File: src/rtl/fft_bfly_sequencer.sv
// ----------------------------------------------------------------------------
// fft_bfly_sequencer
//
// Control FSM for an in-place radix-2 decimation-in-time FFT core.
// A start pulse begins a transform. The FSM then walks LOG2N stages of N/2
// butterflies each. For every butterfly it presents the upper- and lower-leg
// sample addresses and the twiddle ROM index. After each stage, including the
// last one, it inserts PIPE_LAT idle cycles. This lets the datapath's
// pipelined write-back finish before the next stage reads the RAM.
//
// Optional feature (compile-time macro BITREV_LOAD_EN):
//   When the macro is defined, a LOAD phase runs between IDLE and RUN. In this
//   phase the block emits bit-reversed RAM write addresses for the input
//   samples. When the macro is undefined, load_valid and load_addr are tied
//   to 0, load_ready is ignored, and the input must be written to the RAM
//   already in bit-reversed order.
//
// Parameters:
//   LOG2N     log2 of the FFT size N (legal range 2..10)
//   PIPE_LAT  flush cycles after each stage (0 is legal: no flush gap)
//
// Ports:
//   clk         in   single clock, all state changes on posedge
//   reset       in   synchronous, active-high
//   start       in   begin a transform; only looked at in IDLE
//   abort       in   cancel the transform; return to IDLE without a done pulse
//   bfly_ready  in   datapath accepts the butterfly currently presented
//   bfly_valid  out  addr_a/addr_b/tw_idx/stage describe a butterfly
//   addr_a      out  upper-leg sample address
//   addr_b      out  lower-leg sample address (addr_a + 2^stage)
//   tw_idx      out  twiddle ROM index
//   stage       out  current stage, 0..LOG2N-1
//   busy        out  a transform is in progress
//   done        out  one-cycle pulse when the transform completes
//   load_valid  out  input-load strobe (LOAD phase only)
//   load_addr   out  bit-reversed RAM write address during LOAD
//   load_ready  in   loader accepted load_addr
// ----------------------------------------------------------------------------
module fft_bfly_sequencer #(
    parameter int LOG2N    = 4,
    parameter int PIPE_LAT = 2
) (
    input  logic                     clk,
    input  logic                     reset,
    input  logic                     start,
    input  logic                     abort,
    input  logic                     bfly_ready,
    output logic                     bfly_valid,
    output logic [LOG2N-1:0]         addr_a,
    output logic [LOG2N-1:0]         addr_b,
    output logic [LOG2N-2:0]         tw_idx,
    output logic [$clog2(LOG2N)-1:0] stage,
    output logic                     busy,
    output logic                     done,
    output logic                     load_valid,
    output logic [LOG2N-1:0]         load_addr,
    input  logic                     load_ready
);

    localparam int N    = 1 << LOG2N;
    localparam int HALF = N / 2;
    localparam int SW   = $clog2(LOG2N);
    localparam int SW1  = SW + 1;
    localparam int BW   = LOG2N - 1;
    localparam int CW   = (PIPE_LAT < 2) ? 1 : $clog2(PIPE_LAT + 1);

    localparam logic [SW-1:0] LAST_STAGE = SW'(LOG2N - 1);
    localparam logic [BW-1:0] LAST_BFLY  = BW'(HALF - 1);
    localparam logic [CW-1:0] CNT_INIT   = CW'(PIPE_LAT);
    localparam logic [CW-1:0] CNT_ONE    = CW'(1);

    typedef enum logic [2:0] {
        S_IDLE,
        S_LOAD,
        S_RUN,
        S_FLUSH,
        S_DONE
    } state_t;

    state_t          state;
    logic [BW-1:0]   bfly;
    logic [CW-1:0]   cnt;

`ifdef BITREV_LOAD_EN
    localparam logic [LOG2N-1:0] LAST_LOAD = LOG2N'(N - 1);

    logic             load_valid_q;
    logic [LOG2N-1:0] load_idx;

    function automatic logic [LOG2N-1:0] bitrev(input logic [LOG2N-1:0] v);
        logic [LOG2N-1:0] r;
        r = '0;
        for (int i = 0; i < LOG2N; i++) begin
            r[i] = v[LOG2N-1-i];
        end
        return r;
    endfunction

    assign load_valid = load_valid_q;
    assign load_addr  = load_valid_q ? bitrev(load_idx) : '0;
`else
    logic unused_load_ready;

    assign unused_load_ready = load_ready;
    assign load_valid        = 1'b0;
    assign load_addr         = '0;
`endif

    // ------------------------------------------------------------------
    // Control FSM. busy/done/bfly_valid are registered alongside the state.
    // ------------------------------------------------------------------
    always_ff @(posedge clk) begin
        if (reset || (abort && state != S_IDLE)) begin
            // Abort returns every register to its reset value.
            state      <= S_IDLE;
            stage      <= '0;
            bfly       <= '0;
            cnt        <= '0;
            busy       <= 1'b0;
            done       <= 1'b0;
            bfly_valid <= 1'b0;
`ifdef BITREV_LOAD_EN
            load_idx     <= '0;
            load_valid_q <= 1'b0;
`endif
        end else begin
            case (state)
                S_IDLE: begin
                    done <= 1'b0;
                    if (start) begin
                        stage <= '0;
                        bfly  <= '0;
                        busy  <= 1'b1;
`ifdef BITREV_LOAD_EN
                        load_idx     <= '0;
                        load_valid_q <= 1'b1;
                        state        <= S_LOAD;
`else
                        bfly_valid <= 1'b1;
                        state      <= S_RUN;
`endif
                    end
                end

                S_LOAD: begin
`ifdef BITREV_LOAD_EN
                    if (load_ready) begin
                        if (load_idx == LAST_LOAD) begin
                            load_idx     <= '0;
                            load_valid_q <= 1'b0;
                            bfly_valid   <= 1'b1;
                            state        <= S_RUN;
                        end else begin
                            load_idx <= load_idx + LOG2N'(1);
                        end
                    end
`else
                    state <= S_IDLE;
`endif
                end

                S_RUN: begin
                    if (bfly_ready) begin
                        if (bfly == LAST_BFLY) begin
                            bfly <= '0;
                            if (PIPE_LAT == 0) begin
                                // No flush gap: apply the stage-exit rule now.
                                if (stage == LAST_STAGE) begin
                                    bfly_valid <= 1'b0;
                                    busy       <= 1'b0;
                                    done       <= 1'b1;
                                    state      <= S_DONE;
                                end else begin
                                    stage <= stage + SW'(1);
                                end
                            end else begin
                                bfly_valid <= 1'b0;
                                cnt        <= CNT_INIT;
                                state      <= S_FLUSH;
                            end
                        end else begin
                            bfly <= bfly + BW'(1);
                        end
                    end
                end

                S_FLUSH: begin
                    if (cnt <= CNT_ONE) begin
                        cnt <= '0;
                        if (stage == LAST_STAGE) begin
                            busy  <= 1'b0;
                            done  <= 1'b1;
                            state <= S_DONE;
                        end else begin
                            stage      <= stage + SW'(1);
                            bfly_valid <= 1'b1;
                            state      <= S_RUN;
                        end
                    end else begin
                        cnt <= cnt - CW'(1);
                    end
                end

                S_DONE: begin
                    done  <= 1'b0;
                    stage <= '0;
                    state <= S_IDLE;
                end

                default: begin
                    state <= S_IDLE;
                end
            endcase
        end
    end

    // ------------------------------------------------------------------
    // Butterfly address generation, combinational from stage/bfly.
    // bfly splits into a group index (upper bits) and a position inside
    // the group (lower 'stage' bits). Spreading the group index up by one
    // bit opens the slot for the lower leg at +span.
    // ------------------------------------------------------------------
    logic [LOG2N-1:0] bfly_w;
    logic [LOG2N-1:0] span;
    logic [LOG2N-1:0] grp;
    logic [LOG2N-1:0] pos;
    logic [LOG2N-1:0] a_full;
    logic [BW-1:0]    tw_full;
    logic [SW1-1:0]   sh_a;
    logic [SW1-1:0]   sh_tw;

    always_comb begin
        bfly_w  = LOG2N'(bfly);
        span    = LOG2N'(1) << stage;
        grp     = bfly_w >> stage;
        pos     = bfly_w & (span - LOG2N'(1));
        // Shift amounts are widened by one bit so that stage+1 cannot wrap.
        sh_a    = {1'b0, stage} + SW1'(1);
        sh_tw   = SW1'(LOG2N - 1) - {1'b0, stage};
        a_full  = (grp << sh_a) | pos;
        tw_full = BW'(pos << sh_tw);
    end

    // Addresses are forced to 0 outside RUN, so idle and reset show all zeros.
    assign addr_a = bfly_valid ? a_full : '0;
    assign addr_b = bfly_valid ? (a_full | span) : '0;
    assign tw_idx = bfly_valid ? tw_full : '0;

endmodule

File: config.mk
export PLATFORM = sky130hd
export DESIGN_NAME = fft_bfly_sequencer
export DESIGN_NICKNAME = d
export VERILOG_FILES = /design/src/rtl/fft_bfly_sequencer.sv
export SDC_FILE = /design/constraint.sdc
export NUM_CORES = 1
export LEC_CHECK = 0
export CORE_ASPECT_RATIO = 0.75
export CORE_MARGIN = 2
export CORE_UTILIZATION = 40
export CTS_CLUSTER_DIAMETER = 30
export DETAILED_ROUTE_END_ITERATION = 8
export PLACE_DENSITY = 0.76
export SLEW_MARGIN = 40
export SYNTH_ARGS = -nofsm -noshare
export SYNTH_HDL_FRONTEND = slang
export SYNTH_SLANG_ARGS = --single-unit
File: constraint.sdc
create_clock -name clk -period 2.1 [get_ports clk]
set_input_delay 0.315 -clock clk [delete_from_list [all_inputs] [get_ports clk]]
set_output_delay 0.315 -clock clk [all_outputs]
set_load 0.02 [all_outputs]
==> out/results.txt, run 1 <==
Chip height: 46.5 um
Placed insts: 186
Number of fill cells: 202
Mean Syn Cell Area: 7.97 sq um
Final setup fails: 0
Routed vias/inst: 5.12
Core area: 2290 sq um
RSZ-0062 raised after global routing: true
Synth warn: 0
Max cap viols: 0
Final Power: 0.526 mW
CTS sink count: 13
Area leader, netlist: dfxtp_1
Crit-path leading delay family: flip-flops
DP HPWL: 1850 um
Post-synthesis sequential area ratio: 27.0%
Initial Utilization: 42.1%
First-pass GRT wire length: 3890 um
Routed Wire Length: 2530 um
Worst-path clk slew: 80 ps
Final cell count without fillers: 191
CTS Root Buffer Type: clkbuf_4
Worst path cell trace: inv_2 -> ha_4 -> xnor2_2 -> and3_1 -> o31ai_2 -> nand2_1 -> buf_6
Cells after Synth: 121
DIE WIDTH: 60.7 um
Pwr dens: 380 nW/um^2
Number of synthesized register bits: 13
Post-Syn Area: 965 sq um
Crit path time final: 2060 ps
Critical Path RT: 1780 ps
Outcome: complete, no violations
Area grow syn2layout: 43.5%
Slowest-stage cell, CP: dfxtp_4
CP startpoint kind: flip-flop
Worst skew pair latency: 280 ps
Max Slew Vio Count: 0
Synth Flop Type: dfxtp_1
Ant diodes: 0
Top cells by count, synth: dfxtp_1, nor2_1, nand2_1
CTS Hold Buffers Added: 0
GR Util All Layers: 19.0%
Synth top area share: 27.0%
Maximum VDD drop: 0.288 mV
Hold Vio Cnt, Final: 0
CTS HTree Levels: 1
Leak pwr: 0.605 nW
Main area contributors after synthesis: dfxtp_1, ha_1, nor2_1
Number of synthesized flops with an enable pin: 0
# rows: 15
Initial antenna violation count: 0
# IOs: 27
Worst path max stage delay: 370 ps
Max Clk Rate: 485 MHz
Drt initial violations: 26
Vias: 977
CP Buf/Inv Count: 2
Post-route DRC: 0
Vias in the first global route: 843
Worst Skew: 1.99 ps
GPL Wtd Cong: 0.829
Hold Path Class: flip-flop to flip-flop
Max Root-Sink Buffers: 2
Final nets: 171
1st-pass router iterations: 4
Num CTS Buffers: 3
Tcrit/Tclk final: 98.3%
Distinct cells, synth: 40
CTS tree: done
Largest net degree at the start of global routing: 13
DIE AREA: 2820 sq um
Synth async-reset ratio: 0%
Port bufs: 20
Setup Crit Path Kind: flip-flop to output pin
Worst-path fanout max: 6
Layout cells sized above 1: 33.1%
Wire length per cell: 13.2 um
CP Data Arrival Time: 1750 ps
Remaining antenna violation count: 0
Crit path capture type: output pin
Overflow after GRT: 0
==> logic make-up after synthesis <==
group,synth area share [%]
xor gates and xnor gates,2.72
muxes,4.15
other,0.389
buffers and inverters,9.86
and+or+nand+nor,27.8
adders and majority gates,9.08
DFF,27.0
AOI/OAI and AO/OA,19.1
==> where the power goes <==
group          switching [mW]  total, mW  internal [mW]
Combinational          0.0499     0.0969         0.0470
Sequential             0.0152      0.268          0.253
Clock                  0.0874      0.161         0.0738
==> worst reg2reg max path: cells and delay by family, from the launching register on <==
family,cells,cell delay (ps)
and+or+nand+nor,3,520
DFF,1,360
adders and majority gates,1,230
AOI/OAI and AO/OA,1,200
buffers and inverters,1,160
==> state kept, by name (all words and copies together), names as in the netlist <==
name and count:
bfly 3, state 3, cnt 2, bfly_valid 1, stage 2, done 1, busy 1
==> final cells by class <==
type	instances	area, sq um	share of cell area, %
repair buffers	39	313	22.6
inverters	6	22.5	1.63
clock buffers	4	26.3	1.90
flip-flops and latches	13	265	19.2
multi-input cells	95	714	51.6
well taps	34	42.5	3.07
==> cells in the final DEF, fill, tap and decap left out, drive strengths merged, types with 3 or more instances in the layout <==
master,n
and3,4
nand2,11
mux2i,4
dfxtp,13
conb,5
ha,7
a21oi,5
nand3,4
nor2,13
nor3,6
nor2b,3
clkdlybuf4s50,9
inv,6
o21a,3
buf,28
clkbuf,4
==> routing by layer <==
layer | routed length (um) | GRT usage, % | share of wire, % | vias up
met5 | 0 | 0 | 0 | -
met4 | 34 | 3.91 | 1.3 | 0
met3 | 86 | 4.21 | 3.4 | 4
met2 | 1190 | 32.7 | 47 | 32
met1 | 1220 | 24.4 | 48 | 451
li1 | - | - | - | 490
==> final timing paths <==
path | startpoint | endpoint | slack (ps) | depth (start not counted)
setup / recovery | stage[0] | addr_b[3] | 40 | 7
hold / removal | stage[1] | stage[1] | 500 | 2
hold reg to reg | stage[1] | stage[1] | 500 | 2
setup reg to reg | stage[0] | stage[0] | 520 | 6
==> what timing repair did <==
item                       in CTS  in global routing
gates resized for setup        44                 16
setup buffers                   0                  1
pin swaps                       2                  6
gates cloned                    0                  0
setup endpoints to repair      10                 11
==> through the flow <==
stage          hold slack, ps  instance area, sq um  setup WS [ps]  setup TNS [ps]  util (%)
5_1_grt                   547                  1380          -58.0            -110      60.4
6_report                  501                  1380           36.6               0      60.4
3_3_place_gp              478                  1290           -239           -1680      56.4
3_5_place_dp              484                  1290           -313           -2030      56.4
4_1_cts                   496                  1330          -5.51           -5.51      58.2
2_1_floorplan             470                   990          -36.2           -36.2         -
Power figures use the tool's default switching activity.
==> run 2, diff against run 1 <==
--- a/config.mk
+++ b/config.mk
@@ -7,10 +7,10 @@
 export LEC_CHECK = 0
 export CORE_ASPECT_RATIO = 0.75
 export CORE_MARGIN = 2
-export CORE_UTILIZATION = 40
+export CORE_UTILIZATION = 42
 export CTS_CLUSTER_DIAMETER = 30
 export DETAILED_ROUTE_END_ITERATION = 8
-export PLACE_DENSITY = 0.76
+export PLACE_DENSITY = 0.79
 export SLEW_MARGIN = 40
 export SYNTH_ARGS = -nofsm -noshare
 export SYNTH_HDL_FRONTEND = slang
==> out/results.txt, run 2 (same netlist as run 1, synthesis figures left out) <==
CP startpoint kind: flip-flop
M1 GR Usage: 26.1%
Wire length per cell: 14.6 um
DIE WIDTH: 59.3 um
Worst Skew: 3.91 ps
Crit path capture type: output pin
Max Clk Rate: 481 MHz
Largest net degree at the start of global routing: 13
CTS sink count: 13
Pwr dens: 387 nW/um^2
Hold Vio Cnt, Final: 0
Outcome: complete, no violations
Worst path max stage delay: 380 ps
Final setup fails: 0
Worst-path fanout max: 6
Chip height: 45.5 um
RSZ-0062 raised after global routing: true
Crit path time final: 2080 ps
Top Registers: bfly x3, state x3
Max cap viols: 0
Most used routing layer: met2
Met3 Resource Use GR: 5.40%
Remaining antenna violation count: 0
Worst-path clk slew: 80 ps
Final Power: 0.525 mW
Highest-count cells in the layout ignoring fill and taps: buf_4, nor2_1, nand2_1, dfxtp_1, clkdlybuf4s50_1
Hold Path Class: flip-flop to flip-flop
CTS Hold Buffers Added: 0
# rows: 14
Tcrit/Tclk final: 99.0%
Routed vias/inst: 5.57
Initial Utilization: 46.3%
Vias: 997
GR Util All Layers: 19.4%
DP HPWL: 1850 um
Worst path cell trace: inv_2 -> ha_4 -> xnor2_1 -> and3_1 -> o31ai_2 -> nand2_1 -> buf_2
Setup_tns: 0 ps
Final nets: 169
DIE AREA: 2700 sq um
Worst skew pair latency: 280 ps
Slowest-stage cell, CP: dfxtp_4
Layout cells sized above 1: 32.3%
CP Data Arrival Time: 1760 ps
Routed Wire Length: 2620 um
Maximum VDD drop: 0.385 mV
Commonest non-fill, non-tap cell in the layout: buf_4
Core area: 2080 sq um
First-pass GRT wire length: 3860 um
1st-pass router iterations: 5
CTS tree: done
Overflow after GRT: 0
CTS Root Buffer Type: clkbuf_4
CTS HTree Levels: 1
GPL Wtd Cong: 0.890
Max Root-Sink Buffers: 2
Post-route DRC: 0
Vias in the first global route: 844
Num CTS Buffers: 3
Leak pwr: 0.577 nW
Drt initial violations: 39
Initial antenna violation count: 0
Met2 usage: 31.6%
Port bufs: 20
Ant diodes: 0
Max Slew Vio Count: 0
Setup Crit Path Kind: flip-flop to output pin
Critical Path RT: 1780 ps
# IOs: 27
Area grow syn2layout: 40.6%
## run 2: layout make-up
cell class,instances,area [sq um]
clock buffers,4,26.3
fillers,147,728
well taps,24,30.0
repair buffers,37,302
multi-input cells,95,707
flip-flops and latches,13,269
inverters,6,22.5
## run 2: metrics by stage
stage	hold slack [ps]	worst slack (ps)	util (%)	area, sq um	std cells
final	494	21.2	65.1	1360	179
after CTS	498	-14.1	63.7	1330	179
after global routing	541	-65.2	65.1	1360	179
after detailed placement	484	-260	60.7	1260	174
after global placement	477	-223	60.7	1260	174
after floorplan	470	-36.2	-	990	125
## run 2: per-layer routing
layer  vias up  wire, um
met4         0        48
met1       457      1140
met3         8       159
met5         -         0
li1        489         -
met2        43      1270
## run 2: final timing paths
| path | startpoint | endpoint | slack (ps) | cells past startpoint |
|---|---|---|---|---|
| min | done | done | 490 | 2 |
| max | stage[0] | addr_b[3] | 20 | 7 |
| max reg2reg | bfly[0] | bfly_valid | 510 | 7 |
| min reg2reg | done | done | 490 | 2 |
## run 2: what timing repair did
| action | CTS | global route |
|---|---|---|
| buffers inserted | 1 | 0 |
| setup endpoints to repair | 10 | 11 |
| pin swaps | 3 | 5 |
| resized for setup | 46 | 19 |
## run 2: critical path: cells and delay by family, from the launching register on
kind            cells  cell delay (ps)
fa+ha+maj           1              320
compound gates      1              240
flops               1              380
xor+xnor            1               70
simple gates        2              270
buf+inv             2              220
## run 2: power breakdown
part	leakage (nW)	switching, mW	total [mW]	internal, mW
clock	0.0150	0.0847	0.158	0.0738
sequential	0.108	0.0155	0.267	0.252
combinational	0.455	0.0515	0.0990	0.0475
